File: src/rtl/core_pkg.sv
// Shared core constants: PC-unit state encoding, default width and vectors.
// Imported by the PC unit, fetch and CSR logic.
package core_pkg;

  localparam int CORE_XLEN = 32;

  localparam logic [31:0] CORE_RESET_VECTOR = 32'h0000_0000;
  localparam logic [31:0] CORE_TRAP_VECTOR  = 32'h0000_0100;

  localparam logic [1:0] ST_BOOT = 2'd0;
  localparam logic [1:0] ST_RUN  = 2'd1;
  localparam logic [1:0] ST_HALT = 2'd2;

  function automatic int inc_bytes(input int ialign);
    return ialign / 8;
  endfunction

endpackage

File: src/rtl/core_pc_align_chk.sv
// Instruction-alignment check for a fetch target address.
// Pure combinational; shared by redirect, JALR and trap-vector paths.
module core_pc_align_chk
  import core_pkg::*;
#(
  parameter int XLEN   = CORE_XLEN,
  parameter int IALIGN = 32
) (
  input  logic [XLEN-1:0] target,
  output logic            aligned
);

  localparam logic [XLEN-1:0] MASK =
    XLEN'(inc_bytes(IALIGN) - 1);

  assign aligned = ((target & MASK) == '0);

endmodule

File: src/rtl/core_pc_unit.sv
// Program-counter unit: holds the fetch address and offers it over
// valid/ready; applies trap > redirect > stall > advance, plus halt.
module core_pc_unit
  import core_pkg::*;
#(
  parameter int              XLEN         = CORE_XLEN,
  parameter logic [XLEN-1:0] RESET_VECTOR = CORE_RESET_VECTOR,
  parameter logic [XLEN-1:0] TRAP_VECTOR  = CORE_TRAP_VECTOR,
  parameter int              IALIGN       = 32
) (
  input  logic            clk,
  input  logic            rst,
  output logic [XLEN-1:0] pc_out,
  output logic            pc_valid,
  input  logic            pc_ready,
  input  logic            stall,
  input  logic            redir_valid,
  input  logic [XLEN-1:0] redir_pc,
  input  logic            trap_valid,
  input  logic            halt_req,
  input  logic            resume,
  output logic            halted,
  output logic            upd_done,
  output logic            misalign_err,
  output logic [XLEN-1:0] misalign_addr
);

  localparam logic [XLEN-1:0] INC =
    XLEN'(inc_bytes(IALIGN));

  logic [1:0]      state_q, state_d;
  logic [XLEN-1:0] pc_q, pc_d;
  logic            upd_q, upd_d;
  logic            merr_q, merr_d;
  logic [XLEN-1:0] maddr_q, maddr_d;
  logic            aligned;
  logic            xfer;

  core_pc_align_chk #(
    .XLEN   (XLEN),
    .IALIGN (IALIGN)
  ) u_align (
    .target  (redir_pc),
    .aligned (aligned)
  );

  assign pc_valid = (state_q == ST_RUN);
  assign halted   = (state_q == ST_HALT);
  assign xfer     = pc_valid & pc_ready;

  always_comb begin
    state_d = state_q;
    pc_d    = pc_q;
    upd_d   = 1'b0;
    merr_d  = 1'b0;
    maddr_d = maddr_q;
    case (state_q)
      ST_BOOT: state_d = ST_RUN;
      ST_RUN: begin
        if (trap_valid) begin
          pc_d  = TRAP_VECTOR;
          upd_d = 1'b1;
        end else if (redir_valid && aligned) begin
          pc_d  = redir_pc;
          upd_d = 1'b1;
        end else if (redir_valid) begin
          merr_d  = 1'b1;
          maddr_d = redir_pc;
        end else if (stall) begin
          pc_d = pc_q;
        end else if (xfer) begin
          pc_d  = pc_q + INC;
          upd_d = 1'b1;
        end
        // halt takes effect after this cycle's PC update
        if (halt_req) state_d = ST_HALT;
      end
      ST_HALT: begin
        if (trap_valid) begin
          pc_d    = TRAP_VECTOR;
          upd_d   = 1'b1;
          state_d = ST_RUN;
        end else if (resume && !halt_req) begin
          state_d = ST_RUN;
        end
      end
      default: state_d = ST_BOOT;
    endcase
  end

  always_ff @(posedge clk) begin
    if (rst) begin
      state_q <= ST_BOOT;
      pc_q    <= RESET_VECTOR;
      upd_q   <= 1'b0;
      merr_q  <= 1'b0;
      maddr_q <= '0;
    end else begin
      state_q <= state_d;
      pc_q    <= pc_d;
      upd_q   <= upd_d;
      merr_q  <= merr_d;
      maddr_q <= maddr_d;
    end
  end

  assign pc_out        = pc_q;
  assign upd_done      = upd_q;
  assign misalign_err  = merr_q;
  assign misalign_addr = maddr_q;

endmodule

File: config.mk
export PLATFORM = sky130hd
export DESIGN_NAME = core_pc_unit
export DESIGN_NICKNAME = d
export VERILOG_FILES = /design/src/rtl/core_pkg.sv /design/src/rtl/core_pc_align_chk.sv /design/src/rtl/core_pc_unit.sv
export SDC_FILE = /design/constraint.sdc
export NUM_CORES = 1
export LEC_CHECK = 0
export CAP_MARGIN = 20
export CORE_ASPECT_RATIO = 0.6
export CORE_MARGIN = 2
export CORE_UTILIZATION = 51
export DETAILED_ROUTE_END_ITERATION = 8
export HOLD_SLACK_MARGIN = 0.02
export PLACE_DENSITY = 0.86
export REMOVE_ABC_BUFFERS = 1
export SLEW_MARGIN = 20
export SYNTH_ARGS = -nofsm -noshare
export SYNTH_HDL_FRONTEND = slang
export SYNTH_SLANG_ARGS = --single-unit
File: constraint.sdc
create_clock -name clk -period 6.2 [get_ports clk]
set_input_delay 0.93 -clock clk [delete_from_list [all_inputs] [get_ports clk]]
set_output_delay 0.93 -clock clk [all_outputs]
set_load 0.01 [all_outputs]
Word level (Yosys, flattened, before mapping)
Index checks and enable logic that the tools add are counted.
{"block": "word_totals", "elab_cells": 47, "inputBits": 40, "register_bits": 68, "output_inout_bits": 68}
{"block": "op_classes", "n_mux": 19, "n_addsub": 1, "n_reduce_logical": 10, "bitwise": 4, "n_eq_ne": 8}
{"op": "32-bit two-way mux", "n": 6}
{"op": "32-bit case mux with 2 select lines", "n": 1}
{"op": "32-bit by 3-bit adder with 32-bit output (second input constant)", "n": 1}
{"op": "32-bit logical NOT", "n": 1}
{"op": "4-bit by 2-bit inequality test with 1-bit output (second input constant)", "n": 2}
{"op": "1-bit two-way mux", "n": 7}
{"op": "2-bit two-way mux", "n": 3}
{"op": "2-bit case mux with 3 select lines", "n": 1}
{"op": "5-bit AND reduction", "n": 1}
{"op": "4-bit by 1-bit inequality test with 1-bit output (second input constant)", "n": 1}
{"op": "4-bit AND reduction", "n": 1}
{"op": "4-bit OR reduction", "n": 1}
{"op": "3-bit by 2-bit inequality test with 1-bit output (second input constant)", "n": 1}
{"op": "1-bit inverter", "n": 3}
{"op": "2-bit by 1-bit equality test with 1-bit output (second input constant)", "n": 1}
{"op": "2-bit equality test (second input constant)", "n": 1}
{"op": "1-bit logical AND", "n": 2}
{"op": "2-bit logical NOT", "n": 1}
{"op": "2-bit by 1-bit inequality test with 1-bit output (second input constant)", "n": 1}
{"op": "2-bit inequality test (second input constant)", "n": 1}
{"op": "1-bit case mux with 2 select lines", "n": 1}
{"op": "2-bit AND reduction", "n": 1}
{"op": "2-bit nonzero test", "n": 1}
{"op": "1-bit AND", "n": 1}
{"op": "1-bit logical NOT", "n": 1}

Depth between registers and ports, before layout
Gate-level depths: netlist (run 1).
{"block": "depth", "word_depth": 8, "mapped_depth": 8}

By module
From an unflattened synthesis (run 1), not the netlist that was laid out.
{"block": "hier_totals", "cells_unflattened": 446, "hier_area_um2": 3455.8}
{"module": "core_pc_unit", "n_inst": 1, "cells_per_inst": 445, "area_per_inst_um2": 3452.1, "seq_area_each_um2": 1361.3}
{"module": "core_pc_align_chk", "n_inst": 1, "cells_per_inst": 1, "area_per_inst_um2": 3.8, "seq_area_each_um2": 0.0}

Worst setup path before layout (run 1)
No wires, ideal clock.
{"block": "synth_path", "path_type": "input to register", "start": "input port redir_pc[0]", "end": "register pc_q[15] (netlist: pc_out[15])", "arrival_time_ns": 2.229, "path_stages": 7, "setup_slack_ns": 3.853, "required_time_ns": 6.083, "setup_ns": 0.117, "n_path_buf": 2, "path_cell_list": "or3b_1 -> buf_2 -> a31oi_4 -> o21a_2 -> buf_6 -> o21ai_1 -> a32o_1"}
{"block": "synth_between", "elab_chain_cells": 5, "word_cells_on_any_way": 9, "cone_classes": "eq/ne: 3; mux: 3; reduce/logical: 3"}
{"element": "start: declaration", "line_no": "core_pc_unit.sv:18", "source": "input logic [XLEN-1:0] redir_pc,"}
{"element": "32-bit logical NOT *", "line_no": "core_pc_align_chk.sv:16", "source": "assign aligned = ((target & MASK) == '0);"}
{"element": "1-bit logical AND *", "line_no": "core_pc_unit.sv:63", "source": "end else if (redir_valid && aligned) begin"}
{"element": "32-bit two-way mux", "line_no": "core_pc_unit.sv:63"}
{"element": "32-bit two-way mux", "line_no": "core_pc_unit.sv:60", "source": "if (trap_valid) begin"}
{"element": "32-bit case mux with 2 select lines", "line_no": "core_pc_unit.sv:57", "source": "case (state_q)"}
{"element": "end signal: assignment", "line_no": "core_pc_unit.sv:100", "source": "pc_q <= pc_d;"}
{"element": "end: declaration", "line_no": "core_pc_unit.sv:32", "source": "logic [XLEN-1:0] pc_q, pc_d;"}
Mark *: on every way between the ends. The rest lies on a longest branch, timed or not.
A chain may end at the register's enable or synchronous reset.

Worst setup path in the final report (run 1)
{"block": "layout_path", "start": "input port redir_pc[1]", "end": "register maddr_q[21] (netlist: misalign_addr[21])"}
{"block": "layout_between", "elab_chain_cells": 4}
{"element": "32-bit logical NOT", "line_no": "core_pc_align_chk.sv:16"}
{"element": "1-bit logical AND", "line_no": "core_pc_unit.sv:63"}
{"element": "1-bit inverter (no line)"}
{"element": "4-bit AND reduction (no line)"}
{"element": "end signal: assignment", "line_no": "core_pc_unit.sv:103", "source": "maddr_q <= maddr_d;"}
{"element": "end: declaration", "line_no": "core_pc_unit.sv:35", "source": "logic [XLEN-1:0] maddr_q, maddr_d;"}
Every way passes these cells.

==> metrics.yaml, run 1 <==
cts_resized: 0
yosysSeqAreaShare: 0.386
die_x_um: 111
portBuffers: 107
routed_via_density: 6.11
worstHoldStart: "misalign_addr[16]"
slew_violations: 0
ant_nets: 0
layout_common_cells: "clkdlybuf4s50_1, nand2_1, dfxtp_1"
ys_async_sr_fraction: 0
dp_hpwl_um: 7470
p_per_area_nw_per_um2: 270
path_cells: "clkdlybuf4s50_1 > or3b_1 > nand4_1 > buf_4 > nand2_1 > a21oi_1"
route.detailed.drc: 0
power.leakage_nw: 1.62
antenna_cells: 0
cts_hold_buffers: 0
fillCellCount: 519
cp_num_buf_inv: 2
slowest_delay_ns: 0.89
layout-drive-gt1-share: 0.0747
grt_pass1_wl_um: 17600
cp.required_ns: 6.39
routed_wl_um: 11200
setup_viol: 0
final_cells: 636
arrival_ns: 3.71
layout_commonest_cell: "clkdlybuf4s50_1"
drv_cap: 0
hold_path.class: "reg2reg"
skew_ns: 0.00794
cts_buffers: 9
period_minus_slack_ns: 3.52
num_vias: 3887
cts_buffer_depth: 2
setup_tns_ns: 0
yosysWarningCount: 0
htree_levels: 3
cts_tree: "yes"
grt_pass1_vias: 3442
path_class: "in2reg"
path_delay_family: "simple AND/OR/NAND/NOR gates"
antenna_found_initial: 0
worst_pin_slew_ns: 1.09
wl_per_cell_um: 17.6
die_y_um: 68.4
gr-total-overflow: 0
rows: 23
ys_types: 60
syn_avg_cell_area_um2: 7.87
ys.flop_type: "dfxtp_1"
ioPinCount: 108
ff2ff_setup_slack_ns: 3.55
clkSlewWorstSetupHoldPaths_ns: 0.06
grt_max_degree: 67
worst_path_max_delay_cell: "or3b_1"
clkLatencyLatePin_ns: 0.34
finalWeightedCongestion: 0.853
multi_input_area_um2: 2000
synth_seq_cells: 68
rsz0062_at_grt: "no"
relSlewSlack: 0.273
r2r-start: "state_q[0]"
fmaxAchievable_ghz: 0.284
synth_edf_count: 0
cp-start-kind: "input port"
seq_area_um2: 1360
dp_cells: 621
critPathLaunch: "redir_pc[1]"
drtIter0Drc: 446
dieArea_um2: 7620
areaGrowthSynthToFinish_pct: 39.9
status: "completed"
synthCells: 448
core_um2: 6680
period_share: 0.567
critPathCaptureType: "flip-flop"
ir_worst_vdd_v: 0.000168
hold_viol: 0
layout.nets: 590
cts.sinks: 68
crit_fanout: 25
track_usage: 0.293
dr.pass1.iters: 5
root_buffer: "clkbuf_16"
postCtsSetupRepairBufs: 0
initial_core_util: 0.528
netlist_area_um2: 3530
report_power, final:
part,leakage (nW),switching (W),total (W),internal [W]
sequential,0.550,0.0000230,0.000483,0.000460
clock,0.142,0.000193,0.000543,0.000350
combinational,0.924,0.000179,0.000305,0.000126
total,1.62,0.000395,0.00133,0.000936
layout make-up:
type                            instances  share of cell area
Clock buffer                           11              0.0472
Clock inverter                          4              0.0152
Inverter                                9             0.00685
Multi-Input combinational cell        343               0.406
Sequential cell                        68               0.276
Tap cell                               87              0.0221
Timing Repair Buffer                  114               0.227
tightest hold or removal path, stage by stage (launching register included):
cell,delay [ns]
dfxtp_1,0.30
nand2_1,0.05
a21oi_1,0.05
synth_stat cells, types with 4 or more instances:
cell | instances | area (um2)
a21oi_1 | 55 | 275
buf_4 | 4 | 30.0
buf_2 | 7 | 35.0
and4_1 | 4 | 35.0
and3_1 | 6 | 37.5
a31oi_1 | 8 | 50.1
nor3_1 | 8 | 40.0
nand2_1 | 86 | 323
nor2b_1 | 4 | 25.0
nor4_1 | 5 | 31.3
xor2_1 | 5 | 43.8
o211ai_1 | 4 | 30.0
a22oi_1 | 9 | 67.6
inv_1 | 9 | 33.8
o21ai_0 | 23 | 115
nand3_1 | 16 | 80.1
clkbuf_1 | 14 | 52.6
a22o_1 | 6 | 52.6
o22ai_1 | 9 | 56.3
ha_1 | 5 | 62.6
nand4_1 | 7 | 43.8
nor2_1 | 28 | 105
dfxtp_1 | 68 | 1360
path summary, 6_finish.rpt:
kind                                          end  cells after the start
worst max register to register          pc_out[9]                      8
worst min register to register  misalign_addr[16]                      2
worst max-delay path            misalign_addr[21]                      6
worst min-delay path            misalign_addr[16]                      2
metal layers:
metal  global-route usage  wire length, um
met1                0.393             4990
met2                0.470             4900
met3               0.0886             1250
met4               0.0694               82
met5                    0                0
registers in the layout, summed over array words and instances, names as in the netlist:
signal / count
pc_out: 32
misalign_addr: 32
state_q: 2
misalign_err: 1
upd_done: 1
per-stage QoR:
| step | setup slack [ns] | area (um2) | hold slack (ns) | total power, W | utilization |
|---|---|---|---|---|---|
| after detailed placement | 2.45 | 4620 | 0.445 | 0.000786 | 0.693 |
| after global routing | 2.57 | 4930 | 0.473 | 0.00137 | 0.739 |
| after CTS | 2.78 | 4930 | 0.453 | 0.00133 | 0.739 |
| after floorplan | 3.00 | 3390 | 0.474 | 0.000646 | - |
| final | 2.68 | 4930 | 0.452 | 0.00133 | 0.739 |
| after global placement | 2.38 | 4620 | 0.441 | 0.000777 | 0.692 |
cells by family after synthesis:
| family | Yosys count | share of synthesized area |
|---|---|---|
| mux | 2 | 0.00568 |
| simple gates | 190 | 0.268 |
| flops | 68 | 0.386 |
| compound gates | 139 | 0.257 |
| xor+xnor | 7 | 0.0174 |
| buf+inv | 37 | 0.0483 |
| fa+ha+maj | 5 | 0.0177 |
Power figures use the tool's default switching activity.
==> inputs of run 2 (changes only) <==
--- a/config.mk
+++ b/config.mk
@@ -8,10 +8,10 @@
 export CAP_MARGIN = 20
 export CORE_ASPECT_RATIO = 0.6
 export CORE_MARGIN = 2
-export CORE_UTILIZATION = 51
+export CORE_UTILIZATION = 47
 export DETAILED_ROUTE_END_ITERATION = 8
 export HOLD_SLACK_MARGIN = 0.02
-export PLACE_DENSITY = 0.86
+export PLACE_DENSITY = 0.8
 export REMOVE_ABC_BUFFERS = 1
 export SLEW_MARGIN = 20
 export SYNTH_ARGS = -nofsm -noshare
==> constraint.sdc (replaced) <==
create_clock -name clk -period 3.5 [get_ports clk]
set_input_delay 0.525 -clock clk [delete_from_list [all_inputs] [get_ports clk]]
set_output_delay 0.525 -clock clk [all_outputs]
set_load 0.01 [all_outputs]
==> metrics.yaml, run 2 (synthesis gave the netlist of run 1 again) <==
dp_cells: 641  # +3.2%
dr.pass1.iters: 5  # unchanged
cts_buffers: 9  # unchanged
critPathCaptureType: "flip-flop"
drv_cap: 0  # unchanged
power_w: 0.00227  # +70%
holdPathStages: 2  # unchanged
fmaxAchievable_ghz: 0.386
areaGrowthSynthToFinish_pct: 40.8
dpl_cell_area_um2: 4680  # +1.2%
r2r-start: "state_q[0]"
final_cells: 657  # +3.3%
dp_hpwl_um: 8140  # +8.9%
route.detailed.drc: 0  # unchanged
routed_via_density: 5.93  # -3.0%
cp-start-kind: "input port"
period_share: 0.740
antenna_cells: 0  # unchanged
setup_viol: 0  # unchanged
ir_worst_vdd_v: 0.000327  # +94%
cts_resized: 0  # unchanged
dieArea_um2: 8230  # +8.1%
path_class: "in2reg"
worstHoldEndpoint: "misalign_addr[2]"
cts.sinks: 68  # unchanged
setup_tns_ns: 0  # unchanged
gr-total-overflow: 0  # unchanged
cts_hold_buffers: 0  # unchanged
worst_pin_slew_ns: 0.814  # -0.276 ns
hold_path.class: "reg2reg"
routed_wl_um: 11400  # +1.6%
fin_ws_ns: 0.912  # -1.77 ns
power.leakage_nw: 1.63  # +1.1%
cp.required_ns: 3.72  # -2.67 ns
arrival_ns: 2.81  # -0.90 ns
antenna_found_initial: 0  # unchanged
hold_viol: 0  # unchanged
track_usage: 0.284  # -0.00894
rsz0062_at_grt: "no"
dp_slack_ns: 0.612  # -1.84 ns
ioPinCount: 108  # unchanged
r2r-end: "pc_out[9]"
core_um2: 7270  # +8.8%
slew_violations: 0  # unchanged
relSlewSlack: 0.453  # +0.179
rows: 24  # +4.3%
ant_nets: 0  # unchanged
wl_per_cell_um: 17.4  # -1.6%
layout-drive-gt1-share: 0.0796  # +0.00488
layout.nets: 593  # +0.51%
num_vias: 3895  # +0.21%
postCtsSetupRepairBufs: 0  # unchanged
grt_pass1_vias: 3651  # +6.1%
p_per_area_nw_per_um2: 456  # +69%
clkLatencyLatePin_ns: 0.34  # about the same
die_x_um: 116  # +4.0%
crit_fanout: 12  # -52%
worstHoldStart: "misalign_addr[2]"
htree_levels: 3  # unchanged
stdcell_area_um2: 4960  # +0.63%
die_y_um: 71.1  # +3.9%
portBuffers: 107  # unchanged
grt_pass1_wl_um: 18200  # +3.6%
worstRegToRegCells: 8  # unchanged
status: "completed"
clkSlewWorstSetupHoldPaths_ns: 0.05  # about the same
skew_ns: 0.00572  # -0.00222 ns
finalWeightedCongestion: 0.843  # -1.1%
drtIter0Drc: 381  # -15%
root_buffer: "clkbuf_16"
grt_max_degree: 34  # -49%
initial_core_util: 0.485  # -0.0429
cts_buffer_depth: 2  # unchanged
period_minus_slack_ns: 2.59
cts_tree: "yes"
layout_commonest_cell: "clkdlybuf4s50_1"
ff2ff_setup_slack_ns: 0.92  # -2.63 ns
layout_common_cells: "clkdlybuf4s50_1, nand2_1, dfxtp_1"
[run 2: changes by cell type in the layout (fill, tap and decap cells not counted)]
cell,change
buf_12,+1
buf_4,+2
bufinv_16,-2
clkbuf_1,+1
clkbuf_8,+3
clkinv_2,+1
clkinvlp_4,-2
[run 2: report_power, final]
part           internal, W  total, W  switching [W]
Clock             0.000537  0.000861       0.000324
Combinational     0.000228  0.000549       0.000322
Sequential        0.000814  0.000856      0.0000416
[run 2: worst max-delay path by stage]
stage,from,end,slack (ns),depth (start not counted)
2_1_floorplan,redir_valid,pc_out[19],0.71,5
4_1_cts,redir_pc[0],misalign_addr[17],0.95,6
3_3_place_gp,redir_valid,misalign_addr[27],0.55,5
6_report,redir_valid,pc_out[31],0.91,6
5_1_grt,redir_valid,misalign_addr[17],0.78,6
3_5_place_dp,redir_valid,pc_out[31],0.61,6
[run 2: metrics by stage]
step	hold WS (ns)	utilization
after CTS	0.456	0.683
after global placement	0.441	0.644
after detailed placement	0.443	0.644
after global routing	0.474	0.683
final	0.453	0.683
after floorplan	0.474	-
[run 2: final cells by class]
class / instances / area [um2]
repair buffers: 117 / 1150
fillers: 618 / 2300
clock inverters: 1 / 5.00
clock buffers: 15 / 278
flip-flops and latches: 68 / 1360
inverters: 9 / 33.8
well taps: 104 / 130
multi-input cells: 343 / 2000
[run 2: critical path, cell delays in order]
cell and delay (ns):
clkdlybuf4s50_1 0.62, or3b_1 0.59, a31oi_4 0.30, o21a_2 0.35
nor2_1 0.07, a221o_1 0.35
[run 2: metal layers]
metal / vias to the layer above / GRT usage / share of wire
li1: 1826 / - / -
met1: 1823 / 0.374 / 0.43
met2: 225 / 0.439 / 0.45
met3: 21 / 0.0934 / 0.11
met4: 0 / 0.0966 / 0.012
met5: - / 0 / 0
